<file path="config.mk">
export PLATFORM = sky130hd
export DESIGN_NAME = gin_mcc_fifo
export DESIGN_NICKNAME = d
export VERILOG_FILES = /design/src/rtl/gin_mcc_fifo.sv
export SDC_FILE = /design/constraint.sdc
export NUM_CORES = 1
export LEC_CHECK = 0
export ABC_AREA = 0
export BUFFER_PORTS_ARGS = -buffer_cell sky130_fd_sc_hd__buf_2
export CORE_ASPECT_RATIO = 1.75
export CORE_MARGIN = 4
export CORE_UTILIZATION = 57
export DETAILED_ROUTE_END_ITERATION = 8
export HOLD_SLACK_MARGIN = 0.05
export PLACE_DENSITY = 0.8
export SYNTH_ARGS = -nofsm -noshare
export SYNTH_HDL_FRONTEND = slang
export SYNTH_SLANG_ARGS = --single-unit
</file>
<file path="constraint.sdc">
create_clock -name clk -period 6 [get_ports clk]
set_clock_uncertainty 0.05 [all_clocks]
set_input_delay 1.2 -clock clk [delete_from_list [all_inputs] [get_ports clk]]
set_output_delay 1.2 -clock clk [all_outputs]
set_load 0.02 [all_outputs]
</file>
<file path="src/rtl/gin_mcc_fifo.sv">
// gin_mcc_fifo: tag/mask multicast filter feeding a DEPTH-entry FIFO toward one consumer
module gin_mcc_fifo #(
  parameter int DATA_WIDTH = 64,
  parameter int TAG_WIDTH  = 4,
  parameter int DEPTH      = 4,
  parameter int CNT_WIDTH  = 16
) (
  input  logic                  clk,
  input  logic                  reset,
  input  logic                  cfg_load,
  input  logic [TAG_WIDTH-1:0]  cfg_id,
  input  logic [TAG_WIDTH-1:0]  cfg_mask,
  input  logic [TAG_WIDTH-1:0]  tag,
  input  logic [DATA_WIDTH-1:0] data_in,
  input  logic                  enable_in,
  output logic                  ready_out,
  output logic [DATA_WIDTH-1:0] data_out,
  output logic                  enable_out,
  input  logic                  ready_in,
  output logic [CNT_WIDTH-1:0]  pkt_count
);
  localparam int AW = $clog2(DEPTH);
  logic [DATA_WIDTH-1:0] r_mem [DEPTH];
  logic [AW-1:0]         r_rd_ptr, r_wr_ptr;
  logic [AW:0]           r_count;
  logic [TAG_WIDTH-1:0]  r_id, r_mask;
  logic [CNT_WIDTH-1:0]  r_pkt_count;
  logic                  w_match, w_full, w_empty, w_push, w_pop;
  assign w_match    = ((tag ^ r_id) & r_mask) == '0;
  assign w_full     = r_count == (AW+1)'(DEPTH);
  assign w_empty    = r_count == '0;
  assign ready_out  = !w_match || !w_full;
  assign w_push     = enable_in && w_match && !w_full;
  assign w_pop      = !w_empty && ready_in;
  assign enable_out = !w_empty;
  assign data_out   = w_empty ? '0 : r_mem[r_rd_ptr];
  assign pkt_count  = r_pkt_count;
  // Destination ID and compare mask; a load only affects matching from the next cycle
  always_ff @(posedge clk or posedge reset)
    if (reset) begin
      r_id   <= '1;
      r_mask <= '1;
    end else if (cfg_load) begin
      r_id   <= cfg_id;
      r_mask <= cfg_mask;
    end
  // FIFO pointers wrap naturally because DEPTH is a power of two
  always_ff @(posedge clk or posedge reset)
    if (reset) begin
      r_rd_ptr <= '0;
      r_wr_ptr <= '0;
      r_count  <= '0;
    end else begin
      if (w_push) r_wr_ptr <= r_wr_ptr + AW'(1);
      if (w_pop) r_rd_ptr <= r_rd_ptr + AW'(1);
      r_count <= r_count + (AW+1)'(w_push) - (AW+1)'(w_pop);
    end
  // Payload storage; contents are don't-care until written
  always_ff @(posedge clk)
    if (w_push) r_mem[r_wr_ptr] <= data_in;
  // Delivered-packet counter, restarted by any configuration load
  always_ff @(posedge clk or posedge reset)
    if (reset) r_pkt_count <= '0;
    else r_pkt_count <= cfg_load ? '0 : r_pkt_count + CNT_WIDTH'(w_pop);
endmodule

</file>
==> results_dict.tcl, run 1 <==
set metrics [dict create \
    status "completed" \
    cts-resized-gates 0 \
    totalWireLength_um 21700 \
    path_clk_slew_ns 0.06 \
    grt_usage_pct 20.1 \
    ios 163 \
    top_usage_layer "met2" \
    viasPerCell 5.72 \
    power_leakage_nw 4.69 \
    die_w_um 114 \
    async_flop_share_pct 10.8 \
    power.total_w 0.00597 \
    numClockSinks 287 \
    firstDrtPassIters 5 \
    routabilityCongestion 0.784 \
    synth_edf_count 256 \
    io_buffers 162 \
    critPathKind "reg -> out" \
    reg2reg_depth 8 \
    final_nets 807 \
    rsz0062_at_grt "false" \
    root_buffer "clkbuf_16" \
    ys_types 34 \
    wl_per_cell_um 22.2 \
    cp_num_buf_inv 2 \
    htree_levels 1 \
    via_count 5593 \
    max-vdd-ir-drop_mv 0.272 \
    ant_nets 0 \
    postCtsSetupRepairBufs 0 \
    die_h_um 193 \
    cp_slowest_stage_delay_ns 1.10 \
    multiInputGateArea_um2 2580 \
    fmax_mhz 236 \
    relSlewSlack_pct 26.3 \
    fillers 1233 \
    use_met1_pct 24.5 \
    ctsHoldBuffers 0 \
    yosys_warnings 0 \
    gr-total-overflow 0 \
    die-area_um2 22000 \
    cp_num_cells 4 \
    grt_pass1_vias 6258 \
    worstPathArrival_ns 2.98 \
    met2_usage_pct 35.2 \
    synth_top_cell_by_area "edfxtp_1" \
    synth_top_area_share_pct 68.7 \
    fin_tns_setup_ns 0 \
    period_minus_slack_ns 4.23 \
    drive_above_1_share_pct 41.1 \
    report.final.setup_viol 0 \
    dpl.hpwl_um 13500 \
    holdPathStages 1 \
    finalCritPeriodShare_pct 70.6 \
    grt_max_degree 67 \
    grt_pass1_wl_um 34400 \
    insertion_delay_ns 0.51 \
    cts.path.max_buffers 3 \
    seq_area_frac_synth_pct 75.7 \
    syn_to_final_growth_pct 17.1 \
    cp_cell_sequence "buf_4 > mux4_2 > and2_1 > buf_2" \
    maxCapViolCount 0 \
    cts_tree "yes" \
    numCtsBuffers 25 \
    hp-class "reg -> reg" \
    synth.cell_area_um2 11200 \
    synth_flop_cell "edfxtp_1" \
    synthTopCellsByCount "256 x edfxtp_1, 67 x and2_1, 64 x mux4_2" \
    synth_seq_cells 287 \
    required_ns 4.75 \
    powerDensity_nw_per_um2 456 \
    start_kind "flip-flop" \
    row_count 67 \
    worst_pin_slew_ns 1.11 \
    critPathMaxFanout 52 \
    drt_iter0_drc 343 \
    syn_nets 634 \
    syn_inst 544 \
    yosysMostFrequentCell "edfxtp_1" \
    syn_area_per_cell_um2 20.6 \
    path_delay_family "flip-flops" \
    drc 0 \
    core_area_um2 19200 \
    slowest_stage "dfrtp_4" \
    slew_viol_final 0 \
    cp-end-kind "output port" \
    met3_usage_pct 4.47 \
    hold_violations 0 \
    antenna_found_initial 6 \
    start_util_pct 58.3 \
    register_area_um2 8480 \
    netlist_top_cells_area "edfxtp_1 69%, mux4_2 13%, dfrtp_1 5.1%, and2_1 3.7%, dfstp_2 1.9%" \
]
where the power goes:
| part | internal [W] | leakage (nW) | switching (W) |
|---|---|---|---|
| Clock | 0.000876 | 0.391 | 0.000670 |
| Combinational | 0.000843 | 1.60 | 0.000949 |
| Sequential | 0.00238 | 2.70 | 0.000252 |
| Total | 0.00410 | 4.69 | 0.00187 |
layout by cell type, fill, tap and decap left out, types with 9 or more instances in the layout:
cell       count
dfrtp_1       21
clkbuf_16     25
edfxtp_1     256
mux2_2         9
xor2_1        13
buf_2        162
and2_1        67
nor2_1        11
inv_1         11
mux4_2        64
state kept, by name (all words and copies together), names as in the netlist:
| signal | count |
|---|---|
| pkt_count | 16 |
| r_count | 3 |
| r_id | 4 |
| r_mask | 4 |
| r_mem | 256 |
| r_rd_ptr | 2 |
| r_wr_ptr | 2 |
worst register-to-register path: cells and delay by family (launching register included):
family                   cells  cell delay (ns)
AO/OA/AOI/OAI                1             0.17
flip-flops                   1             0.41
adder cells (fa/ha/maj)      2             0.43
AND/OR/NAND/NOR              5             2.22
layout make-up:
| cell class | instances | area share, % |
|---|---|---|
| inverters | 11 | 0.315 |
| clock inverters | 11 | 0.735 |
| repair buffers | 171 | 6.80 |
| diodes | 2 | 0.0382 |
| multi-input cells | 221 | 19.7 |
| flip-flops and latches | 287 | 64.7 |
| clock buffers | 34 | 5.41 |
| well taps | 241 | 2.30 |
metrics by stage:
stage               setup WS [ns]  area, um2  instances  hold WS (ns)  utilization, %
finish                       1.77      13100        978         0.485            68.3
global route                 1.48      13100        978         0.534            68.3
CTS                          1.61      13100        976         0.490            68.2
detailed placement           2.13      12300        931         0.482            64.0
global placement             2.23      12300        931         0.458            64.0
floorplan                   0.896      11200        544         0.444               -
logic make-up (layout without fill, tap and decap cells):
kind of cell,count (synthesis),in the layout,share of synthesized area [%]
buffers and inverters,36,227,1.52
other,0,2,0
DFF,287,287,75.7
adders and majority gates,9,9,1.07
xor gates and xnor gates,19,19,1.49
muxes,73,73,13.8
and+or+nand+nor,110,110,5.90
AOI/OAI and AO/OA,10,10,0.514
per-layer routing:
layer / wire length (um) / vias to the layer above / share of wire (%)
met1: 7650 / 2861 / 35
met2: 12100 / 202 / 56
met5: 41 / - / 0.19
li1: - / 2485 / -
met4: 464 / 8 / 2.1
met3: 1480 / 37 / 6.8
worst paths after layout:
| path | startpoint | endpoint | slack [ns] |
|---|---|---|---|
| worst max-delay path | r_rd_ptr[0]$_DFFE_PP0P_ | data_out[44] | 1.77 |
| worst min-delay path | r_wr_ptr[0]$_DFFE_PP0P_ | r_wr_ptr[0]$_DFFE_PP0P_ | 0.48 |
| worst min register to register | r_wr_ptr[0]$_DFFE_PP0P_ | r_wr_ptr[0]$_DFFE_PP0P_ | 0.48 |
| worst max register to register | r_count[2]$_DFF_PP0_ | pkt_count[14]$_DFF_PP0_ | 2.66 |
| max in group asynchronous | reset | r_mask[3]$_DFFE_PP1P_ | 4.87 |
| min in group asynchronous | reset | pkt_count[15]$_DFF_PP0_ | 0.71 |
(Power assumes the default switching activity.)
==> inputs of run 2 (changes only) <==
ABC_AREA = 1   (was 0)
PLACE_DENSITY = 0.79   (was 0.8)
clock period = 3.9 ns   (was 6 ns; I/O delays follow)
==> run 2 against run 1 <==
Synthesized area rose by 3.8%. Combinational power rose by 110%. Core utilization fell by 0.43 points. Non-clock buffer count rose by 7. Global-route usage rose by 0.58 points. Register-to-register slack got worse by 1.4 ns. Critical path depth rose by 2. Via count rose by 35%. Clock power rose by 63%.
==> results_dict.tcl, run 2 <==
set metrics [dict create \
    slowest_stage "dfrtp_4" \
    cts-resized-gates 0 \
    finalCritPeriodShare_pct 87.5 \
    startpoint "r_rd_ptr[0]$_DFFE_PP0P_" \
    ios 163 \
    fin_tns_setup_ns 0 \
    fillers 1394 \
    firstDrtPassIters 5 \
    yosys_warnings 0 \
    ctsHoldBuffers 0 \
    status "completed" \
    worstPathArrival_ns 2.58 \
    cp-end-kind "output port" \
    crit-reg2reg-launch "r_count[1]$_DFF_PP0_" \
    worst_pin_slew_ns 0.948 \
    drt_iter0_drc 517 \
    viasPerCell 5.44 \
    layout.cells.most_common "nor2_1" \
    numCtsBuffers 24 \
    gr-total-overflow 0 \
    netlist_top_cells_area "edfxtp_1 66%, nor2_1 9.3%, dfrtp_1 5.0%, o21ai_0 3.3%, a21oi_1 3.0%" \
    seq_area_frac_synth_pct 72.9 \
    cts_tree "yes" \
    report.final.setup_viol 0 \
    die-area_um2 22800 \
    ys_types 31 \
    synth_top_cell_by_area "edfxtp_1" \
    drc 0 \
    cp_cell_sequence "buf_4 > nor2_1 > nor2_1 > o21ai_0 > a21oi_1 > buf_2" \
    syn_nets 1064 \
    cp_slowest_stage_delay_ns 0.81 \
    hold_violations 0 \
    final_nets 1215 \
    fin_ws_ns 0.488 \
    start_kind "flip-flop" \
    synth_seq_cells 287 \
    wl_per_cell_um 17.1 \
    min_from "cfg_mask[0]" \
    period_minus_slack_ns 3.41 \
    syn_inst 974 \
    relSlewSlack_pct 36.7 \
    power_leakage_nw 5.04 \
    grt_pass1_vias 7432 \
    syn_area_per_cell_um2 11.9 \
    synth_top_area_share_pct 66.2 \
    numClockSinks 287 \
    path_clk_slew_ns 0.07 \
    required_ns 3.07 \
    final_cell_mix "284 x nor2_1, 256 x edfxtp_1, 162 x buf_2" \
    hold_slack_ns 0.410 \
    drive_above_1_share_pct 21.1 \
    grt_usage_pct 20.7 \
    async_flop_share_pct 10.8 \
    grt_max_degree 81 \
    place_worst_setup_slack_ns 0.950 \
    grt_pass1_wl_um 37100 \
    utilization_pct 67.8 \
    die_h_um 197 \
    routabilityCongestion 0.799 \
    core_area_um2 19900 \
    synth.cell_area_um2 11600 \
    fin_area_um2 13500 \
    htree_levels 1 \
    root_buffer "clkbuf_16" \
    ant_nets 0 \
    antenna_found_initial 5 \
    syn_to_final_growth_pct 16.2 \
    fmax_mhz 293 \
    die_w_um 116 \
    rsz0062_at_grt "false" \
    powerDensity_nw_per_um2 744 \
    insertion_delay_ns 0.51 \
    synthTopCellsByCount "288 x nor2_1, 256 x edfxtp_1, 76 x o21ai_0" \
    yosysMostFrequentCell "nor2_1" \
    postCtsSetupRepairBufs 0 \
    largest_reg_flops 256 \
    crit_top_cell "nor2_1" \
    synth_edf_count 256 \
    row_count 68 \
    io_buffers 162 \
    cts.path.max_buffers 3 \
    start_util_pct 58.4 \
    slew_viol_final 0 \
    synth_flop_cell "edfxtp_1" \
    via_count 7559 \
    largest_register "r_mem" \
    dpl.hpwl_um 14200 \
    totalWireLength_um 23800 \
    hp-class "in -> reg" \
    maxCapViolCount 0 \
    placed_cell_area_um2 12600 \
    critPathKind "reg -> out" \
    critPathMaxFanout 52 \
    max-vdd-ir-drop_mv 0.488 \
]
## run 2: critical path: cells and delay by family, from the launching register on
kind                   cells  cell delay (ns)
flip-flops                 1             0.81
buffers and inverters      2             0.69
AO/OA/AOI/OAI              2             0.37
AND/OR/NAND/NOR            2             0.19
## run 2: worst paths after layout
path	slack (ns)	to	depth (start not counted)
max	0.49	data_out[5]	6
min	0.41	r_mask[0]$_DFFE_PP1P_	3
max reg2reg	1.29	r_count[2]$_DFF_PP0_	11
min reg2reg	0.42	r_mask[0]$_DFFE_PP1P_	2
max in group asynchronous	2.69	r_rd_ptr[0]$_DFFE_PP0P_	2
min in group asynchronous	0.43	r_wr_ptr[1]$_DFFE_PP0P_	2
## run 2: cell families (layout without fill, tap and decap cells)
group                    count (synthesis)  after routing  synth area share, %
flip-flops                             287            287                 72.9
other                                    0              2                    0
AND/OR/NAND/NOR                        371            371                 12.5
XOR/XNOR                                 4              4                0.302
adder cells (fa/ha/maj)                  9              9                 1.03
AO/OA/AOI/OAI                          212            212                 9.21
buffers and inverters                   91            260                 4.06
## run 2: final cells by class
type                            instances  area (um2)  area share, %
Tap cell                              245         307           2.27
Clock inverter                         12         174           1.29
Multi-Input combinational cell        596        2710           20.1
Sequential cell                       287        8480           62.8
Timing Repair Buffer                  178        1010           7.45
Inverter                               38         144           1.07
Clock buffer                           32         682           5.05
Antenna cell                            2        5.00         0.0371
## run 2: power breakdown
part | switching (W) | internal, W
clock | 0.00103 | 0.00150
sequential | 0.000175 | 0.00366
combinational | 0.00253 | 0.00116
total | 0.00373 | 0.00632
## run 2: per-layer routing
layer	track usage, %	vias up	part of all wire (%)	routed length [um]
li1	-	3665	-	-
met1	24.1	3615	36	8610
met4	6.28	6	2.1	507
met3	4.79	38	7.4	1760
met5	0	-	0.13	32
met2	37.6	235	54	12900
## run 2: per-stage QoR
| step | std cells | power [W] |
|---|---|---|
| 2_1_floorplan | 974 | 0.00652 |
| 4_1_cts | 1388 | 0.0101 |
| 3_3_place_gp | 1344 | 0.00755 |
| 5_1_grt | 1389 | 0.0106 |
| 6_report | 1390 | 0.0101 |
| 3_5_place_dp | 1344 | 0.00762 |
